[config.mk]
export PLATFORM = sky130hd
export DESIGN_NAME = status_display_ctrl_flat
export DESIGN_NICKNAME = d
export VERILOG_FILES = /design/src/rtl/status_display_ctrl_if.sv /design/src/rtl/status_display_ctrl.sv /design/src/flat_wrapper.sv
export SDC_FILE = /design/constraint.sdc
export NUM_CORES = 1
export LEC_CHECK = 0
export CAP_MARGIN = 10
export CORE_MARGIN = 4
export CORE_UTILIZATION = 30
export DETAILED_ROUTE_END_ITERATION = 10
export SKIP_CTS_REPAIR_TIMING = 1
export SYNTH_ARGS = -nofsm -noshare
export SYNTH_HDL_FRONTEND = slang
export SYNTH_SLANG_ARGS = --single-unit
[constraint.sdc]
create_clock -name clk -period 7.5 [get_ports clk]
set_input_delay 1.125 -clock clk [delete_from_list [all_inputs] [get_ports clk]]
set_output_delay 1.125 -clock clk [all_outputs]
set_load 0.02 [all_outputs]
[src/rtl/status_display_ctrl_if.sv]
// Status display bus: system status and keypad inputs toward the controller,
// BCD display and LED drive back out of it.
interface status_display_ctrl_if #(
  parameter int unsigned DIG_N = 4,
  parameter int unsigned LED_N = 8
);
  logic                 train_active;
  logic                 train_done;
  logic [7:0]           epoch;
  logic                 submit;
  logic                 nn_y;
  logic [6:0]           prob_pct;
  logic                 key_valid;
  logic [3:0]           key_digit;
  logic [4*DIG_N-1:0]   idle_data;
  logic                 idle_valid;

  logic [4*DIG_N-1:0]   seg_data;
  logic                 seg_valid;
  logic                 seg_number_mode;
  logic [LED_N-1:0]     led;
  logic [2:0]           mode;

  // Side that supplies status and consumes the display drive.
  modport master (
    output train_active, train_done, epoch, submit, nn_y, prob_pct,
           key_valid, key_digit, idle_data, idle_valid,
    input  seg_data, seg_valid, seg_number_mode, led, mode
  );

  // The display controller itself.
  modport slave (
    input  train_active, train_done, epoch, submit, nn_y, prob_pct,
           key_valid, key_digit, idle_data, idle_valid,
    output seg_data, seg_valid, seg_number_mode, led, mode
  );
endinterface

[src/rtl/status_display_ctrl.sv]
// Status display controller: arbitrates between idle pass-through, keypad
// echo, classifier result, training progress and training-done overlays, and
// drives a BCD display plus an LED bar. All outputs are registered.
module status_display_ctrl #(
  parameter int unsigned DIG_N           = 4,
  parameter int unsigned LED_N           = 8,
  parameter int unsigned DONE_HOLD_CYC   = 150000000,
  parameter int unsigned RESULT_HOLD_CYC = 150000000,
  parameter int unsigned KEY_HOLD_CYC    = 25000000,
  parameter int unsigned ANIM_STEP_CYC   = 500000
) (
  input logic                  clk,
  input logic                  rst,
  status_display_ctrl_if.slave bus_io
);

  // Display needs at least three digits and the LED bar at least two LEDs.
  localparam int unsigned SegW  = 4 * DIG_N;
  localparam int unsigned DoneW = $clog2(DONE_HOLD_CYC + 1);
  localparam int unsigned ResW  = $clog2(RESULT_HOLD_CYC + 1);
  localparam int unsigned KeyW  = $clog2(KEY_HOLD_CYC + 1);
  localparam int unsigned AnimW = $clog2(ANIM_STEP_CYC + 1);

  typedef enum logic [2:0] {
    StIdle   = 3'd0,
    StKey    = 3'd1,
    StResult = 3'd2,
    StTrain  = 3'd3,
    StDone   = 3'd4
  } state_e;

  state_e state_q, state_d;

  // Edge detection; arm_q blocks edges on the first cycle after reset so a
  // level already high at release is not mistaken for a rising edge.
  logic submit_q, train_done_q, arm_q;
  logic submit_rise, done_rise;

  logic [DoneW-1:0] done_tmr_q, done_tmr_d;
  logic [ResW-1:0]  res_tmr_q, res_tmr_d;
  logic [KeyW-1:0]  key_tmr_q, key_tmr_d;
  logic [AnimW-1:0] anim_tmr_q, anim_tmr_d;
  logic [LED_N-1:0] anim_pos_q, anim_pos_d;

  logic [6:0] prob_q, prob_d;
  logic       y_q, y_d;
  logic [3:0] key_q, key_d;
  logic [6:0] prob_clamped;

  logic [SegW-1:0]  seg_q, seg_d;
  logic             seg_valid_q, seg_valid_d;
  logic             num_mode_q, num_mode_d;
  logic [LED_N-1:0] led_q, led_d;
  logic [2:0]       mode_q, mode_d;

  // Binary 0..255 to three BCD digits.
  function automatic logic [11:0] to_bcd3(input logic [7:0] v);
    return {4'(v / 8'd100), 4'((v % 8'd100) / 8'd10), 4'(v % 8'd10)};
  endfunction

  // Thermometer bar of max(1, floor(p * (LED_N-1) / 100)) lit segments.
  function automatic logic [LED_N-2:0] therm_bars(input logic [6:0] p);
    int unsigned      cnt;
    logic [LED_N-2:0] ones;
    cnt  = (32'(p) * (LED_N - 1)) / 32'd100;
    if (cnt == 0) begin
      cnt = 1;
    end
    ones = '1;
    return ~(ones << cnt);
  endfunction

  assign submit_rise  = arm_q & bus_io.submit & ~submit_q;
  assign done_rise    = arm_q & bus_io.train_done & ~train_done_q;
  assign prob_clamped = (bus_io.prob_pct > 7'd100) ? 7'd100 : bus_io.prob_pct;

  // Next state, timers and latches; timers default to zero so every state
  // entry or retrigger restarts them, and only a stay increments them.
  always_comb begin
    state_d    = state_q;
    done_tmr_d = '0;
    res_tmr_d  = '0;
    key_tmr_d  = '0;
    anim_tmr_d = '0;
    anim_pos_d = LED_N'(1);
    prob_d     = prob_q;
    y_d        = y_q;
    key_d      = key_q;

    if (done_rise) begin
      state_d = StDone;
    end else if (state_q == StDone) begin
      if (done_tmr_q == DoneW'(DONE_HOLD_CYC - 1)) begin
        state_d = bus_io.train_active ? StTrain : StIdle;
      end else begin
        done_tmr_d = done_tmr_q + DoneW'(1);
      end
    end else if (bus_io.train_active) begin
      // Training preempts any overlay and drops what it was showing.
      state_d = StTrain;
      prob_d  = '0;
      y_d     = 1'b0;
      key_d   = '0;
      if (state_q == StTrain) begin
        if (anim_tmr_q == AnimW'(ANIM_STEP_CYC - 1)) begin
          anim_pos_d = {anim_pos_q[LED_N-2:0], anim_pos_q[LED_N-1]};
        end else begin
          anim_tmr_d = anim_tmr_q + AnimW'(1);
          anim_pos_d = anim_pos_q;
        end
      end
    end else if (state_q == StTrain) begin
      state_d = StIdle;
    end else if (submit_rise) begin
      state_d = StResult;
      prob_d  = prob_clamped;
      y_d     = bus_io.nn_y;
    end else if (bus_io.key_valid && (state_q != StResult)) begin
      state_d = StKey;
      key_d   = bus_io.key_digit;
    end else if (state_q == StResult) begin
      if (res_tmr_q == ResW'(RESULT_HOLD_CYC - 1)) begin
        state_d = StIdle;
      end else begin
        res_tmr_d = res_tmr_q + ResW'(1);
      end
    end else if (state_q == StKey) begin
      if (key_tmr_q == KeyW'(KEY_HOLD_CYC - 1)) begin
        state_d = StIdle;
      end else begin
        key_tmr_d = key_tmr_q + KeyW'(1);
      end
    end
  end

  // Output image for the upcoming state, so outputs trail inputs by one cycle.
  always_comb begin
    seg_d       = '0;
    seg_valid_d = 1'b0;
    num_mode_d  = 1'b0;
    led_d       = '0;
    mode_d      = state_d;
    case (state_d)
      StDone: begin
        seg_d[7:0]  = 8'h99;
        seg_valid_d = 1'b1;
        num_mode_d  = 1'b1;
        led_d       = '1;
      end
      StTrain: begin
        seg_d[11:0] = to_bcd3(bus_io.epoch);
        seg_valid_d = 1'b1;
        num_mode_d  = 1'b1;
        led_d       = anim_pos_d;
      end
      StResult: begin
        seg_d[11:0] = to_bcd3({1'b0, prob_d});
        seg_valid_d = 1'b1;
        num_mode_d  = 1'b1;
        led_d       = {y_d, therm_bars(prob_d)};
      end
      StKey: begin
        seg_d[3:0]  = key_d;
        seg_valid_d = 1'b1;
        num_mode_d  = 1'b1;
      end
      default: begin
        seg_d       = bus_io.idle_data;
        seg_valid_d = bus_io.idle_valid;
      end
    endcase
  end

  // State, timers, latches and edge history.
  always_ff @(posedge clk) begin
    if (!rst) begin
      state_q      <= StIdle;
      submit_q     <= 1'b0;
      train_done_q <= 1'b0;
      arm_q        <= 1'b0;
      done_tmr_q   <= '0;
      res_tmr_q    <= '0;
      key_tmr_q    <= '0;
      anim_tmr_q   <= '0;
      anim_pos_q   <= '0;
      prob_q       <= '0;
      y_q          <= 1'b0;
      key_q        <= '0;
    end else begin
      state_q      <= state_d;
      submit_q     <= bus_io.submit;
      train_done_q <= bus_io.train_done;
      arm_q        <= 1'b1;
      done_tmr_q   <= done_tmr_d;
      res_tmr_q    <= res_tmr_d;
      key_tmr_q    <= key_tmr_d;
      anim_tmr_q   <= anim_tmr_d;
      anim_pos_q   <= anim_pos_d;
      prob_q       <= prob_d;
      y_q          <= y_d;
      key_q        <= key_d;
    end
  end

  // Registered display and LED outputs.
  always_ff @(posedge clk) begin
    if (!rst) begin
      seg_q       <= '0;
      seg_valid_q <= 1'b0;
      num_mode_q  <= 1'b0;
      led_q       <= '0;
      mode_q      <= '0;
    end else begin
      seg_q       <= seg_d;
      seg_valid_q <= seg_valid_d;
      num_mode_q  <= num_mode_d;
      led_q       <= led_d;
      mode_q      <= mode_d;
    end
  end

  assign bus_io.seg_data        = seg_q;
  assign bus_io.seg_valid       = seg_valid_q;
  assign bus_io.seg_number_mode = num_mode_q;
  assign bus_io.led             = led_q;
  assign bus_io.mode            = mode_q;

endmodule

[src/flat_wrapper.sv]
// flat-port wrapper written by rule: the top's interface ports become plain ports
module status_display_ctrl_flat 
#(
  parameter int unsigned DIG_N           = 4,
  parameter int unsigned LED_N           = 8,
  parameter int unsigned DONE_HOLD_CYC   = 150000000,
  parameter int unsigned RESULT_HOLD_CYC = 150000000,
  parameter int unsigned KEY_HOLD_CYC    = 25000000,
  parameter int unsigned ANIM_STEP_CYC   = 500000
)
  (clk, rst, bus_io_train_active, bus_io_train_done, bus_io_epoch, bus_io_submit, bus_io_nn_y, bus_io_prob_pct, bus_io_key_valid, bus_io_key_digit, bus_io_idle_data, bus_io_idle_valid, bus_io_seg_data, bus_io_seg_valid, bus_io_seg_number_mode, bus_io_led, bus_io_mode);
  status_display_ctrl_if #(.DIG_N(DIG_N), .LED_N(LED_N)) bus_io_i ();
  input logic clk;
  input logic rst;
  input wire logic [$bits(bus_io_i.train_active)-1:0] bus_io_train_active;
  input wire logic [$bits(bus_io_i.train_done)-1:0] bus_io_train_done;
  input wire logic [$bits(bus_io_i.epoch)-1:0] bus_io_epoch;
  input wire logic [$bits(bus_io_i.submit)-1:0] bus_io_submit;
  input wire logic [$bits(bus_io_i.nn_y)-1:0] bus_io_nn_y;
  input wire logic [$bits(bus_io_i.prob_pct)-1:0] bus_io_prob_pct;
  input wire logic [$bits(bus_io_i.key_valid)-1:0] bus_io_key_valid;
  input wire logic [$bits(bus_io_i.key_digit)-1:0] bus_io_key_digit;
  input wire logic [$bits(bus_io_i.idle_data)-1:0] bus_io_idle_data;
  input wire logic [$bits(bus_io_i.idle_valid)-1:0] bus_io_idle_valid;
  output wire logic [$bits(bus_io_i.seg_data)-1:0] bus_io_seg_data;
  output wire logic [$bits(bus_io_i.seg_valid)-1:0] bus_io_seg_valid;
  output wire logic [$bits(bus_io_i.seg_number_mode)-1:0] bus_io_seg_number_mode;
  output wire logic [$bits(bus_io_i.led)-1:0] bus_io_led;
  output wire logic [$bits(bus_io_i.mode)-1:0] bus_io_mode;
  assign bus_io_i.train_active = bus_io_train_active;
  assign bus_io_i.train_done = bus_io_train_done;
  assign bus_io_i.epoch = bus_io_epoch;
  assign bus_io_i.submit = bus_io_submit;
  assign bus_io_i.nn_y = bus_io_nn_y;
  assign bus_io_i.prob_pct = bus_io_prob_pct;
  assign bus_io_i.key_valid = bus_io_key_valid;
  assign bus_io_i.key_digit = bus_io_key_digit;
  assign bus_io_i.idle_data = bus_io_idle_data;
  assign bus_io_i.idle_valid = bus_io_idle_valid;
  assign bus_io_seg_data = bus_io_i.seg_data;
  assign bus_io_seg_valid = bus_io_i.seg_valid;
  assign bus_io_seg_number_mode = bus_io_i.seg_number_mode;
  assign bus_io_led = bus_io_i.led;
  assign bus_io_mode = bus_io_i.mode;
  status_display_ctrl #(.DIG_N(DIG_N), .LED_N(LED_N), .DONE_HOLD_CYC(DONE_HOLD_CYC), .RESULT_HOLD_CYC(RESULT_HOLD_CYC), .KEY_HOLD_CYC(KEY_HOLD_CYC), .ANIM_STEP_CYC(ANIM_STEP_CYC)) u_core (.clk(clk), .rst(rst), .bus_io(bus_io_i));
endmodule
==> impl_metrics.json <==
{
  "status": "completed",
  "powerDensity_mw_per_mm2": 209,
  "insertion_delay_ps": 430,
  "max-vdd-ir-drop_uv": 154,
  "ys.flop_type": "dfxtp_1",
  "netlist.area_leader.share_pct": 35.9,
  "drive_gt1_share_pct": 6.28,
  "numCtsBuffers": 17,
  "yosys.area.top_type": "dfxtp_1",
  "route.detailed.drc": 0,
  "start_kind": "input port",
  "avgSynthCellArea_um2": 8.14,
  "hold_class": "reg2reg",
  "rows": 61,
  "dp_cells": 1476,
  "fin_crit_ps": 6790,
  "regArea_mm2": 0.00304,
  "whs_ps": 460,
  "drv_cap": 0,
  "multi_input_area_mm2": 0.00520,
  "synth_nets": 1110,
  "hold_violations": 0,
  "timing.setup.tns_ps": 0,
  "hpwl_mm": 15.8,
  "endpoint_kind": "register",
  "io_buffer_count": 71,
  "cts-root-buf": "clkbuf_16",
  "wirelength_mm": 21.1,
  "async_flop_share_pct": 0,
  "worstPathMaxFanout": 7,
  "wl_per_cell_um": 14.0,
  "fillers": 2911,
  "slew_headroom_pct": 28.0,
  "arrival_ps": 7100,
  "power.switching_mw": 0.622,
  "regToRegSetupSlack_ps": 1320,
  "p_clk_share_pct": 42.9,
  "antenna_found_initial": 1,
  "switching_share_pct": 28.9,
  "r2r_cells": 25,
  "fin_crit_sh_pct": 90.6,
  "worst_pin_slew_ps": 1080,
  "htree_levels": 4,
  "p_total_mw": 2.15,
  "synth_seq_cells": 152,
  "clock_path_buffers": 2,
  "dr.pass1.iters": 5,
  "synthCells": 1040,
  "synth-warning-count": 0,
  "cp.required_ps": 7810,
  "drt-vias-per-instance": 4.99,
  "path_class": "in2reg",
  "cts_tree": "done",
  "clk_pin_slew_ps": 70,
  "die_h_um": 176,
  "synth.distinct_cells": 82,
  "hold_path_end": "u_core.anim_tmr_q[0]$_SDFF_PP0_",
  "vias": 7532,
  "grt_pass1_vias": 6945,
  "rsz0062_at_grt": "no",
  "worst_clock_skew_ps": 15.1,
  "grt_overflow": 0,
  "reg2reg_to": "u_core.bus_io.led[2]$_SDFF_PN0_",
  "drv_slew": 0,
  "cts.sinks": 152,
  "antennaDiodeCount": 0,
  "seq_power_share_pct": 39.0,
  "final_cells": 1508,
  "grt_max_degree": 29,
  "netlist_area_mm2": 0.00846,
  "setup_slack_ps": 708,
  "leakagePower_nw": 3.70,
  "synthTopCellsByArea": "dfxtp_1 (36%), nor2_1 (7.4%), xor2_1 (5.9%)",
  "drtAntennaViolNets": 0,
  "finalSetupViolCount": 0,
  "synth_edf_count": 0,
  "yosysSeqAreaShare_pct": 35.9,
  "pre_cts_ws_ps": 290,
  "die_area_mm2": 0.0310,
  "dr.first_iter.drc_count": 624,
  "area_growth_pct": 21.6,
  "grt_use_total_pct": 13.6,
  "hp-start": "u_core.anim_tmr_q[0]$_SDFF_PP0_",
  "initial_utilization_pct": 30.5,
  "comb_power_share_pct": 18.2,
  "gp_congestion": 0.880,
  "ioPinCount": 72,
  "die_w_um": 176,
  "min_path_cells": 1,
  "core-area_mm2": 0.0278,
  "r2r_start": "u_core.state_q[2]$_SDFF_PN0_",
  "fin_nets": 1187,
  "grt_pass1_wl_mm": 34.7,
  "p_int_mw": 1.53,
  "max_clock_freq_ghz": 0.147
}
==> metrics by stage <==
step           cell area [um2]  util, %
4_1_cts                  10300     37.0
6_report                 10300     37.0
3_5_place_dp              9660     34.8
5_1_grt                  10300     37.0
2_1_floorplan             8460        -
3_3_place_gp              9660     34.8
==> worst max-delay path, cell delays in order <==
cell and delay [ps]:
clkdlybuf4s50_1 440, and3b_1 240, nor2_1 360, o21ai_0 160, o311ai_1 250, buf_4 220
fa_1 420, ha_1 230, fa_1 400, a21o_1 190, a21oi_1 290, o21bai_1 100
a21oi_1 270, xnor2_1 200, a21boi_0 210, ha_1 250, inv_1 50, o2111ai_1 210
and2_1 310, maj3_1 370, mux2i_1 140, a41oi_1 80, o21a_1 150, o311ai_0 320
a21oi_1 110
==> cell usage after synthesis (all sizes together), types with 7 or more instances <==
master  count
nor2      166
nand2b     11
fa          7
o21ai      44
nor2b       7
inv        27
a21o        9
nor3       24
nand3      55
xnor2      37
mux2i      26
a21oi      49
nand4      23
dfxtp     152
ha         20
clkbuf     25
xor2       57
or3        19
and3       38
and2       21
nand2     100
==> metal layers <==
metal / global-route usage [%] / vias up / routed length (um)
met5: 0 / - / 13
met4: 3.54 / 2 / 277
met3: 3.23 / 23 / 1120
met2: 21.3 / 180 / 9360
met1: 18.9 / 3504 / 10300
li1: - / 3823 / -
==> power by group through the flow <==
stage,clock network (mW),registers (mW),logic (mW)
after floorplan,0,0.875,0.229
after global placement,0,0.857,0.385
after detailed placement,0,0.856,0.387
after CTS,0.940,0.838,0.390
after global routing,0.974,0.841,0.426
final,0.922,0.839,0.391
==> worst max-delay path by stage <==
| stage | slack (ps) | depth (start not counted) | to | from |
|---|---|---|---|---|
| detailed placement | 290 | 25 | u_core.bus_io.led[2]$_SDFF_PN0_ | bus_io_train_done |
| CTS | 720 | 25 | u_core.bus_io.led[2]$_SDFF_PN0_ | bus_io_train_done |
| global route | 60 | 25 | u_core.bus_io.led[2]$_SDFF_PN0_ | bus_io_train_done |
| finish | 710 | 25 | u_core.bus_io.led[2]$_SDFF_PN0_ | bus_io_train_done |
| floorplan | 750 | 25 | u_core.bus_io.led[2]$_SDFF_PN0_ | bus_io_train_done |
| global placement | 450 | 25 | u_core.bus_io.led[2]$_SDFF_PN0_ | bus_io_train_done |
==> cell usage in the layout (no fill, tap or decap), types with 6 or more instances in the layout <==
cell,instances
a21oi_1,48
o21ai_0,41
or3_1,19
nand3_1,54
and3_1,38
ha_1,20
nand2_1,100
buf_4,16
nor2_1,166
xnor2_1,37
clkdlybuf4s50_1,71
xor2_1,57
clkbuf_16,17
nand4_1,23
nor4b_1,6
dfxtp_1,152
nand2b_1,11
inv_1,27
mux2i_1,25
and2_1,21
nor3_1,21
nor2b_1,7
fa_1,7
a21o_1,9
==> sequential cells by signal, indices dropped and copies added, names as in the netlist <==
register / flops
u_core.anim_pos_q: 8
u_core.res_tmr_q: 28
u_core.y_q: 1
u_core.prob_q: 7
u_core.key_tmr_q: 25
u_core.bus_io.seg_valid: 1
u_core.anim_tmr_q: 19
u_core.submit_q: 1
u_core.key_q: 4
u_core.bus_io.seg_number_mode: 1
u_core.bus_io.led: 8
u_core.train_done_q: 1
u_core.done_tmr_q: 28
u_core.bus_io.seg_data: 16
u_core.arm_q: 1
u_core.state_q: 3
==> layout make-up <==
cell class	instances	area share [%]
tap	378	4.60
sequential	152	29.6
inverter	28	1.02
clock buffer	17	4.13
timing repair buffer	87	8.07
multi-input combinational	831	50.6
clock inverter	15	2.01
==> logic make-up after synthesis <==
group           count (synthesis)  synth area share [%]
simple gates                  507                  29.8
compound gates                170                  13.3
flops                         152                  35.9
xor+xnor                       94                  9.73
buf+inv                        57                  2.56
mux                            30                  3.70
fa+ha+maj                      30                  4.98
Power figures use the tool's default switching activity.
